**src/rtl/mem_bus_arbiter.sv**
```systemverilog
// -----------------------------------------------------------------------------
// mem_bus_arbiter
//
// Purpose:
//   Shares the CPU's single memory port between instruction fetch (F) and
//   load/store (D). Each access is a request/ack handshake that tolerates a
//   variable number of memory wait states. When both sides request in the
//   same idle cycle, the side that was not granted last wins.
//
// Ports:
//   clock, reset          clock and asynchronous active-low reset
//   f_req/f_addr          fetch request (always a read)
//   f_ack/f_rdata/f_err   fetch completion pulse, read data, timeout flag
//   d_req/d_we/d_addr/d_wdata   load/store request
//   d_ack/d_rdata/d_err   load/store completion pulse, load data, timeout flag
//   mem_req/mem_we/mem_addr/mem_wdata   memory-side request
//   mem_rdata/mem_ready   memory read data and completion strobe
//   busy                  high while an access is in flight or being acked
//   owner_d               1 when D owns (or last owned) the port
//
// Configuration:
//   ARB_TIMEOUT_EN  when defined, an access that sees no mem_ready for
//                   TIMEOUT busy cycles is aborted and acked with err=1.
//                   When undefined, BUSY waits forever and f_err/d_err are 0.
// -----------------------------------------------------------------------------
module mem_bus_arbiter #(
    parameter int AW      = 32,
    parameter int DW      = 32,
    parameter int TIMEOUT = 15
) (
    input  logic          clock,
    input  logic          reset,
    input  logic          f_req,
    input  logic [AW-1:0] f_addr,
    output logic          f_ack,
    output logic [DW-1:0] f_rdata,
    output logic          f_err,
    input  logic          d_req,
    input  logic          d_we,
    input  logic [AW-1:0] d_addr,
    input  logic [DW-1:0] d_wdata,
    output logic          d_ack,
    output logic [DW-1:0] d_rdata,
    output logic          d_err,
    output logic          mem_req,
    output logic          mem_we,
    output logic [AW-1:0] mem_addr,
    output logic [DW-1:0] mem_wdata,
    input  logic [DW-1:0] mem_rdata,
    input  logic          mem_ready,
    output logic          busy,
    output logic          owner_d
);

    typedef enum logic [1:0] {
        IDLE = 2'd0,
        BUSY = 2'd1,
        DONE = 2'd2
    } state_e;

    state_e        state_q, state_d;
    logic          lastD_q, lastD_d;
    logic          ownerD_q, ownerD_d;
    logic [AW-1:0] addr_q, addr_d;
    logic          we_q, we_d;
    logic [DW-1:0] wdata_q, wdata_d;
    logic [DW-1:0] fRdata_q, fRdata_d;
    logic [DW-1:0] dRdata_q, dRdata_d;
    logic          fErr_q, fErr_d;
    logic          dErr_q, dErr_d;

    logic          grantF;
    logic          grantD;
    logic          timeoutHit;
    logic [DW-1:0] captured;

    // F wins a tie whenever D was the last one granted.
    assign grantF = f_req & (~d_req | lastD_q);
    assign grantD = d_req & ~grantF;

`ifdef ARB_TIMEOUT_EN
    localparam int CW = ($clog2(TIMEOUT + 1) < 4) ? 4 : $clog2(TIMEOUT + 1);

    logic [CW-1:0] waitCnt_q, waitCnt_d;

    // waitCnt_q holds the number of earlier busy cycles without mem_ready,
    // so the limit is reached in the busy cycle where it equals TIMEOUT-1.
    assign timeoutHit = (state_q == BUSY) && !mem_ready &&
                        (waitCnt_q == CW'(TIMEOUT - 1));

    // Counter is held at zero outside BUSY, which clears it on entry.
    always_comb begin
        waitCnt_d = waitCnt_q;
        if (state_q != BUSY) begin
            waitCnt_d = '0;
        end else if (!mem_ready) begin
            waitCnt_d = waitCnt_q + CW'(1);
        end
    end

    always_ff @(posedge clock or negedge reset) begin
        if (!reset) begin
            waitCnt_q <= '0;
        end else begin
            waitCnt_q <= waitCnt_d;
        end
    end
`else
    assign timeoutHit = 1'b0;
`endif

    // Reads return memory data; writes report zero back to the requester.
    assign captured = we_q ? '0 : mem_rdata;

    // Next-state and datapath register updates for the three-state handshake.
    always_comb begin
        state_d  = state_q;
        lastD_d  = lastD_q;
        ownerD_d = ownerD_q;
        addr_d   = addr_q;
        we_d     = we_q;
        wdata_d  = wdata_q;
        fRdata_d = fRdata_q;
        dRdata_d = dRdata_q;
        fErr_d   = fErr_q;
        dErr_d   = dErr_q;

        case (state_q)
            IDLE: begin
                if (grantF || grantD) begin
                    addr_d   = grantD ? d_addr : f_addr;
                    we_d     = grantD & d_we;
                    wdata_d  = grantD ? d_wdata : '0;
                    ownerD_d = grantD;
                    state_d  = BUSY;
                end
            end
            BUSY: begin
                if (mem_ready) begin
                    if (ownerD_q) begin
                        dRdata_d = captured;
                        dErr_d   = 1'b0;
                    end else begin
                        fRdata_d = captured;
                        fErr_d   = 1'b0;
                    end
                    state_d = DONE;
                end else if (timeoutHit) begin
                    if (ownerD_q) begin
                        dRdata_d = '0;
                        dErr_d   = 1'b1;
                    end else begin
                        fRdata_d = '0;
                        fErr_d   = 1'b1;
                    end
                    state_d = DONE;
                end
            end
            DONE: begin
                lastD_d = ownerD_q;
                state_d = IDLE;
            end
            default: begin
                state_d = IDLE;
            end
        endcase
    end

    // State register; last-grant resets to D so F wins the first tie.
    always_ff @(posedge clock or negedge reset) begin
        if (!reset) begin
            state_q  <= IDLE;
            lastD_q  <= 1'b1;
            ownerD_q <= 1'b0;
            addr_q   <= '0;
            we_q     <= 1'b0;
            wdata_q  <= '0;
            fRdata_q <= '0;
            dRdata_q <= '0;
            fErr_q   <= 1'b0;
            dErr_q   <= 1'b0;
        end else begin
            state_q  <= state_d;
            lastD_q  <= lastD_d;
            ownerD_q <= ownerD_d;
            addr_q   <= addr_d;
            we_q     <= we_d;
            wdata_q  <= wdata_d;
            fRdata_q <= fRdata_d;
            dRdata_q <= dRdata_d;
            fErr_q   <= fErr_d;
            dErr_q   <= dErr_d;
        end
    end

    // Outputs decode straight from state so an async reset drops them at once.
    assign mem_req   = (state_q == BUSY);
    assign mem_we    = (state_q == BUSY) & we_q;
    assign mem_addr  = addr_q;
    assign mem_wdata = wdata_q;
    assign busy      = (state_q != IDLE);
    assign owner_d   = ownerD_q;
    assign f_ack     = (state_q == DONE) & ~ownerD_q;
    assign d_ack     = (state_q == DONE) & ownerD_q;
    assign f_rdata   = fRdata_q;
    assign d_rdata   = dRdata_q;
    assign f_err     = fErr_q;
    assign d_err     = dErr_q;

endmodule

```
**config.mk**
```make
export PLATFORM = sky130hd
export DESIGN_NAME = mem_bus_arbiter
export DESIGN_NICKNAME = d
export VERILOG_FILES = /design/src/rtl/mem_bus_arbiter.sv
export SDC_FILE = /design/constraint.sdc
export NUM_CORES = 1
export LEC_CHECK = 0
export ABC_AREA = 1
export CAP_MARGIN = 10
export CORE_UTILIZATION = 45
export CTS_BUF_LIST = sky130_fd_sc_hd__clkbuf_4 sky130_fd_sc_hd__clkbuf_8 sky130_fd_sc_hd__clkbuf_16
export CTS_CLUSTER_DIAMETER = 40
export DETAILED_ROUTE_END_ITERATION = 12
export GPL_ROUTABILITY_DRIVEN = 0
export PLACE_DENSITY = 0.94
export SETUP_SLACK_MARGIN = 0.3
export SLEW_MARGIN = 5
export SYNTH_ARGS = -nofsm -noshare
export SYNTH_HDL_FRONTEND = slang
export SYNTH_SLANG_ARGS = --single-unit
export TNS_END_PERCENT = 30
```
**constraint.sdc**
```tcl
create_clock -name clock -period 2.1 [get_ports clock]
set_clock_uncertainty 0.05 [all_clocks]
set_input_delay 0.21 -clock clock [delete_from_list [all_inputs] [get_ports clock]]
set_output_delay 0.21 -clock clock [all_outputs]
set_load 0.01 [all_outputs]
```
### Yosys cells after proc, flatten, opt, wreduce, memory -nomap -nowiden

Index checks and enable logic that the tools add are counted.

| operators by class | value |
|---|---|
| add/subtract/negate cells | 0 |
| multipliers | 0 |
| divide/modulo/power cells | 0 |
| $lt $le $gt $ge | 0 |
| equality and inequality tests | 4 |
| shift operators | 0 |
| muxes and demuxes | 6 |
| bitwise gates (word level) | 10 |
| reduce and logical (&&, ||, !) cells | 7 |

Operator list:

| kind | count |
|---|---|
| $mux 32 | 3 |
| $and 1x1->1 | 6 |
| $reduce_and 3->1 | 2 |
| $mux 2 | 2 |
| $pmux 2 s2 | 1 |
| $reduce_and 2->1 | 2 |
| $not 1->1 | 3 |
| $eq 2x1->1 const B | 1 |
| $eq 2x2->1 const B | 1 |
| $logic_not 2->1 | 1 |
| $ne 2x1->1 const B | 1 |
| $ne 2x2->1 const B | 1 |
| $reduce_bool 2->1 | 1 |
| $logic_or 1x1->1 | 1 |
| $or 1x1->1 | 1 |

| storage, ports and cells | value |
|---|---|
| register bits | 133 |
| latch bits | 0 |
| bits in writable memories | 0 |
| ROM bits | 0 |
| word-level logic and storage cells | 35 |
| memories | 0 |

### Logic depth before layout (Yosys ltp)

| logic depth | value |
|---|---|
| depth in word-level cells | 8 |
| gate-level depth with buffers | 8 |
| gate-level depth less buffers | 6 |

### Worst setup path before layout

No wires, ideal clock.

| timing | value |
|---|---|
| path kind | reg2reg |
| from | register state_q[1] |
| to | register wdata_q[10], in the netlist mem_wdata[10] |
| library setup time | 0.117 ns |
| data arrival time | 1.154 ns |
| required time | 1.933 ns |
| setup slack | 0.779 ns |
| stages on the path, launching flop included | 9 |
| clock period less this slack | 1.321 ns |
| cell sequence | dfrtp_1 > inv_2 > nand2_1 > nor2_4 > inv_2 > buf_4 > buf_4 > nand2_1 > nand2_1 |

| between the ends | value |
|---|---|
| longest elaborated chain between the ends | 2 |

Ends and longest elaborated chain:

| item | line | source |
|---|---|---|
| start: declaration | 61 | `state_e state_q, state_d;` |
| start signal: assignment | 183 | `state_q <= state_d;` |
| $logic_not 2->1 | 128 | `case (state_q)` |
| $reduce_and 2->1 (no line) | -- |  |
| end signal: assignment | 188 | `wdata_q <= wdata_d;` |
| end: declaration | 66 | `logic [DW-1:0] wdata_q, wdata_d;` |

No other way between the ends.
A chain may end at the register's enable or synchronous reset.

### Final worst setup path

| timing | value |
|---|---|
| from | register state_q[0] |
| to | output port f_ack |

| between the ends | value |
|---|---|
| longest elaborated chain between the ends | 2 |

Ends and longest elaborated chain:

| item | line | source |
|---|---|---|
| $eq 2x2->1 | 203 | `assign f_ack = (state_q == DONE) & ~ownerD_q;` |
| $and 1x1->1 | 203 |  |
| end: declaration | 35 | `output logic f_ack,` |

No other way between the ends.

==> results.py <==
metrics = {
    "timing": {
        "setup_viol_count_final": 0,
        "tightest_slew_ns": 0.6086,
        "fin_ws_ns": 0.1887,
        "drv_slew": 0,
        "slew_headroom": 0.5937,
        "grt_setup_unrepaired": "true",
        "period_needed_ns": 1.911,
        "hold_viol": 0,
        "finalCritPeriodShare": 0.9101,
        "fmax_mhz": 523.2,
        "setup-tns-final_ns": 0,
    },
    "drt": {
        "vias": 5965,
        "ant_nets": 0,
        "drc": 0,
        "wl_per_cell_microns": 14.74,
        "viasPerCell": 4.857,
        "routed_wl_mm": 18.10,
        "first_pass_iters": 5,
        "first_iter_violations": 490,
    },
    "logic_synthesis": {
        "syn_area_sq_um": 5994,
        "seq_area_frac_synth": 0.5554,
        "synth-compound-area-share": 0.002505,
        "synth_top_family_by_area": "simple AND/OR/NAND/NOR gates",
        "ys_types": 16,
        "synth_seq_cells": 133,
        "syn_inst": 786,
        "postSynthAreaPerCell_sq_um": 7.627,
        "synthXorXnorAreaFrac": 0,
        "yosys.area_share.adder": 0,
        "synthSimpleGateAreaFrac": 0.3360,
        "synthMuxAreaShare": 0,
        "yosysWarnings": 0,
    },
    "floorplan": {
        "core_area_sq_um": 12820,
        "dieArea_sq_um": 13790,
        "rows": 41,
        "die_w_microns": 117.4,
        "io-pin-count": 270,
        "start_util": 0.4674,
        "die-height_microns": 117.4,
    },
    "cts": {
        "cts_tree": "built",
        "root_buffer": "clkbuf_16",
        "clk_pin_slew_worst_paths_ns": 0.06,
        "cts_made_buffers": 17,
        "clock_latency_ns": 0.40,
        "post_cts_buffers": 0,
        "h-tree-depth": 4,
        "cts.sinks": 133,
        "cts_buffer_depth": 2,
    },
    "cells_and_area": {
        "nets": 1177,
        "syn2layout_area_growth_pct": 56.79,
        "antenna_cells": 0,
        "drive_gt1_frac": 0.05398,
        "nFillCells": 944,
    },
    "power_and_ir_drop": {
        "power.total_mw": 13.67,
        "power_density_nw_per_um2": 1455,
        "p_leak_nw": 4.962,
        "ir_worst_vdd_mv": 0.6986,
    },
    "worst_setup_path": {
        "crit_path_end_kind": "output port",
        "r2r_slack_ns": 0.50,
        "cpPeakStageDelay_ns": 0.55,
        "crit_arrival_ns": 1.65,
        "critPathSlowestCell": "clkdlybuf4s50_1",
        "crit_type": "flip-flop to output port",
        "r2r_end": "mem_wdata[20]$_DFFE_PN0P_",
        "crit_chain": "inv_2 -> nand2_1 -> nor2_1 -> clkdlybuf4s50_1",
        "start_kind": "flip-flop",
        "worstPathRequired_ns": 1.84,
        "worstSetupStartpoint": "state_q[0]$_DFFE_PN0P_",
        "critical_path.max_fanout": 4,
        "crit_end": "f_ack",
        "r2r_start": "state_q[1]$_DFFE_PN0P_",
        "r2r_cells": 6,
    },
    "placed_design": {
        "place_ws_ns": 0.4255,
        "dpl.hpwl_mm": 12.26,
        "numPortBuffers": 267,
    },
    "global_routing": {
        "grt_pass1_wl_mm": 29.64,
        "first_global_vias": 6033,
        "overflow": 0,
        "antenna_found_initial": 0,
        "grt_start_max_net_pins": 74,
        "track_usage": 0.2714,
    },
    "job": {
        "maxCapViolations": 0,
    },
    "hold_path": {
        "hp-class": "input port to asynchronous set/reset pin",
    },
    "run_status": {
        "outcome": "completed",
    },
}
what timing repair did:
action                                 in CTS  in global routing
endpoints found under the hold margin      41                  0
setup endpoints to repair                   5                  5
hold buffers                                1                  0
resized for setup                           1                  1
layout make-up:
class,count,area (sq um),area share
clock buffers,19,446.7,0.04752
well taps,172,215.2,0.02290
inverters,104,390.4,0.04153
flip-flops and latches,133,3329,0.3542
multi-input cells,505,2042,0.2173
repair buffers,282,2828,0.3009
clock inverters,13,147.6,0.01571
cell usage after synthesis:
| cell | n | share of area |
|---|---|---|
| buf_6 | 1 | 0.0019 |
| dfrtp_1 | 132 | 0.55 |
| clkbuf_1 | 11 | 0.0069 |
| buf_1 | 1 | 0.00063 |
| nand3_1 | 100 | 0.083 |
| buf_2 | 22 | 0.018 |
| nor2_4 | 1 | 0.0019 |
| nand2_1 | 360 | 0.23 |
| conb_1 | 1 | 0.00063 |
| inv_2 | 4 | 0.0025 |
| o21ai_0 | 3 | 0.0025 |
| inv_1 | 100 | 0.063 |
| buf_4 | 10 | 0.013 |
| nor2_2 | 2 | 0.0021 |
| dfstp_2 | 1 | 0.0044 |
| nor2_1 | 37 | 0.023 |
worst min path at each step:
stage / end / slack, ns / cells after the start
after CTS: d_rdata[10]$_DFFE_PN0P_ / 0.21 / 2
final: d_rdata[10]$_DFFE_PN0P_ / 0.21 / 2
after floorplan: d_rdata[0]$_DFFE_PN0P_ / -0.14 / 0
after global routing: d_rdata[10]$_DFFE_PN0P_ / 0.23 / 2
after detailed placement: d_rdata[10]$_DFFE_PN0P_ / 0.07 / 1
after global placement: d_rdata[10]$_DFFE_PN0P_ / 0.06 / 1
flip-flops by register name, indices dropped and copies added (netlist names):
name,count
mem_wdata,32
f_rdata,32
state_q,2
lastD_q,1
mem_addr,32
owner_d,1
d_rdata,32
we_q,1
cells by family after synthesis:
logic type	after synthesis
AO/OA/AOI/OAI	3
other	1
flip-flops	133
buffers and inverters	149
AND/OR/NAND/NOR	500
power by group:
group	internal (mW)	switching (mW)	leakage, nW
Clock	1.81	1.14	0.280
Combinational	3.11	3.05	3.00
Sequential	3.82	0.745	1.68
Total	8.73	4.94	4.96
layer usage:
| metal | share of wire | up-vias | wire length, microns | GRT usage |
|---|---|---|---|---|
| met2 | 0.49 | 278 | 8916 | 0.4475 |
| li1 | - | 2859 | - | - |
| met5 | 0 | - | 0 | 0 |
| met1 | 0.39 | 2767 | 7113 | 0.3253 |
| met3 | 0.069 | 61 | 1243 | 0.06128 |
| met4 | 0.046 | 0 | 828 | 0.1591 |
worst max-delay path, delay by kind of cell (launching register included):
family | cells | cell delay, ns
simple gates | 2 | 0.24
buf+inv | 2 | 0.63
flops | 1 | 0.39
per-stage QoR:
stage / std cells / cell area, sq um / utilization / hold WS (ns)
after floorplan: 787 / 5998 / - / -0.1356
after global placement: 1195 / 8793 / 0.6857 / 0.06300
after detailed placement: 1195 / 8793 / 0.6857 / 0.06665
after CTS: 1228 / 9397 / 0.7327 / 0.2122
after global routing: 1228 / 9399 / 0.7329 / 0.2299
final: 1228 / 9399 / 0.7329 / 0.2135
cell usage in the layout, fill, tap and decap left out:
| cell type | n |
|---|---|
| buf_6 | 1 |
| inv_2 | 4 |
| o21ai_0 | 3 |
| clkbuf_8 | 1 |
| nor2_4 | 1 |
| nand2_1 | 360 |
| clkinvlp_4 | 4 |
| nor2_2 | 4 |
| buf_4 | 11 |
| nor2_1 | 35 |
| dfrtp_1 | 132 |
| clkinv_4 | 3 |
| nand3_1 | 100 |
| dlygate4sd2_1 | 1 |
| bufinv_16 | 2 |
| dlymetal6s2s_1 | 1 |
| clkdlybuf4s50_1 | 264 |
| inv_1 | 100 |
| dlygate4sd3_1 | 1 |
| dfstp_2 | 1 |
| inv_6 | 3 |
| clkbuf_16 | 17 |
| clkbuf_4 | 1 |
| buf_12 | 3 |
| conb_1 | 2 |
| clkinv_2 | 1 |
Power figures use the tool's default switching activity.
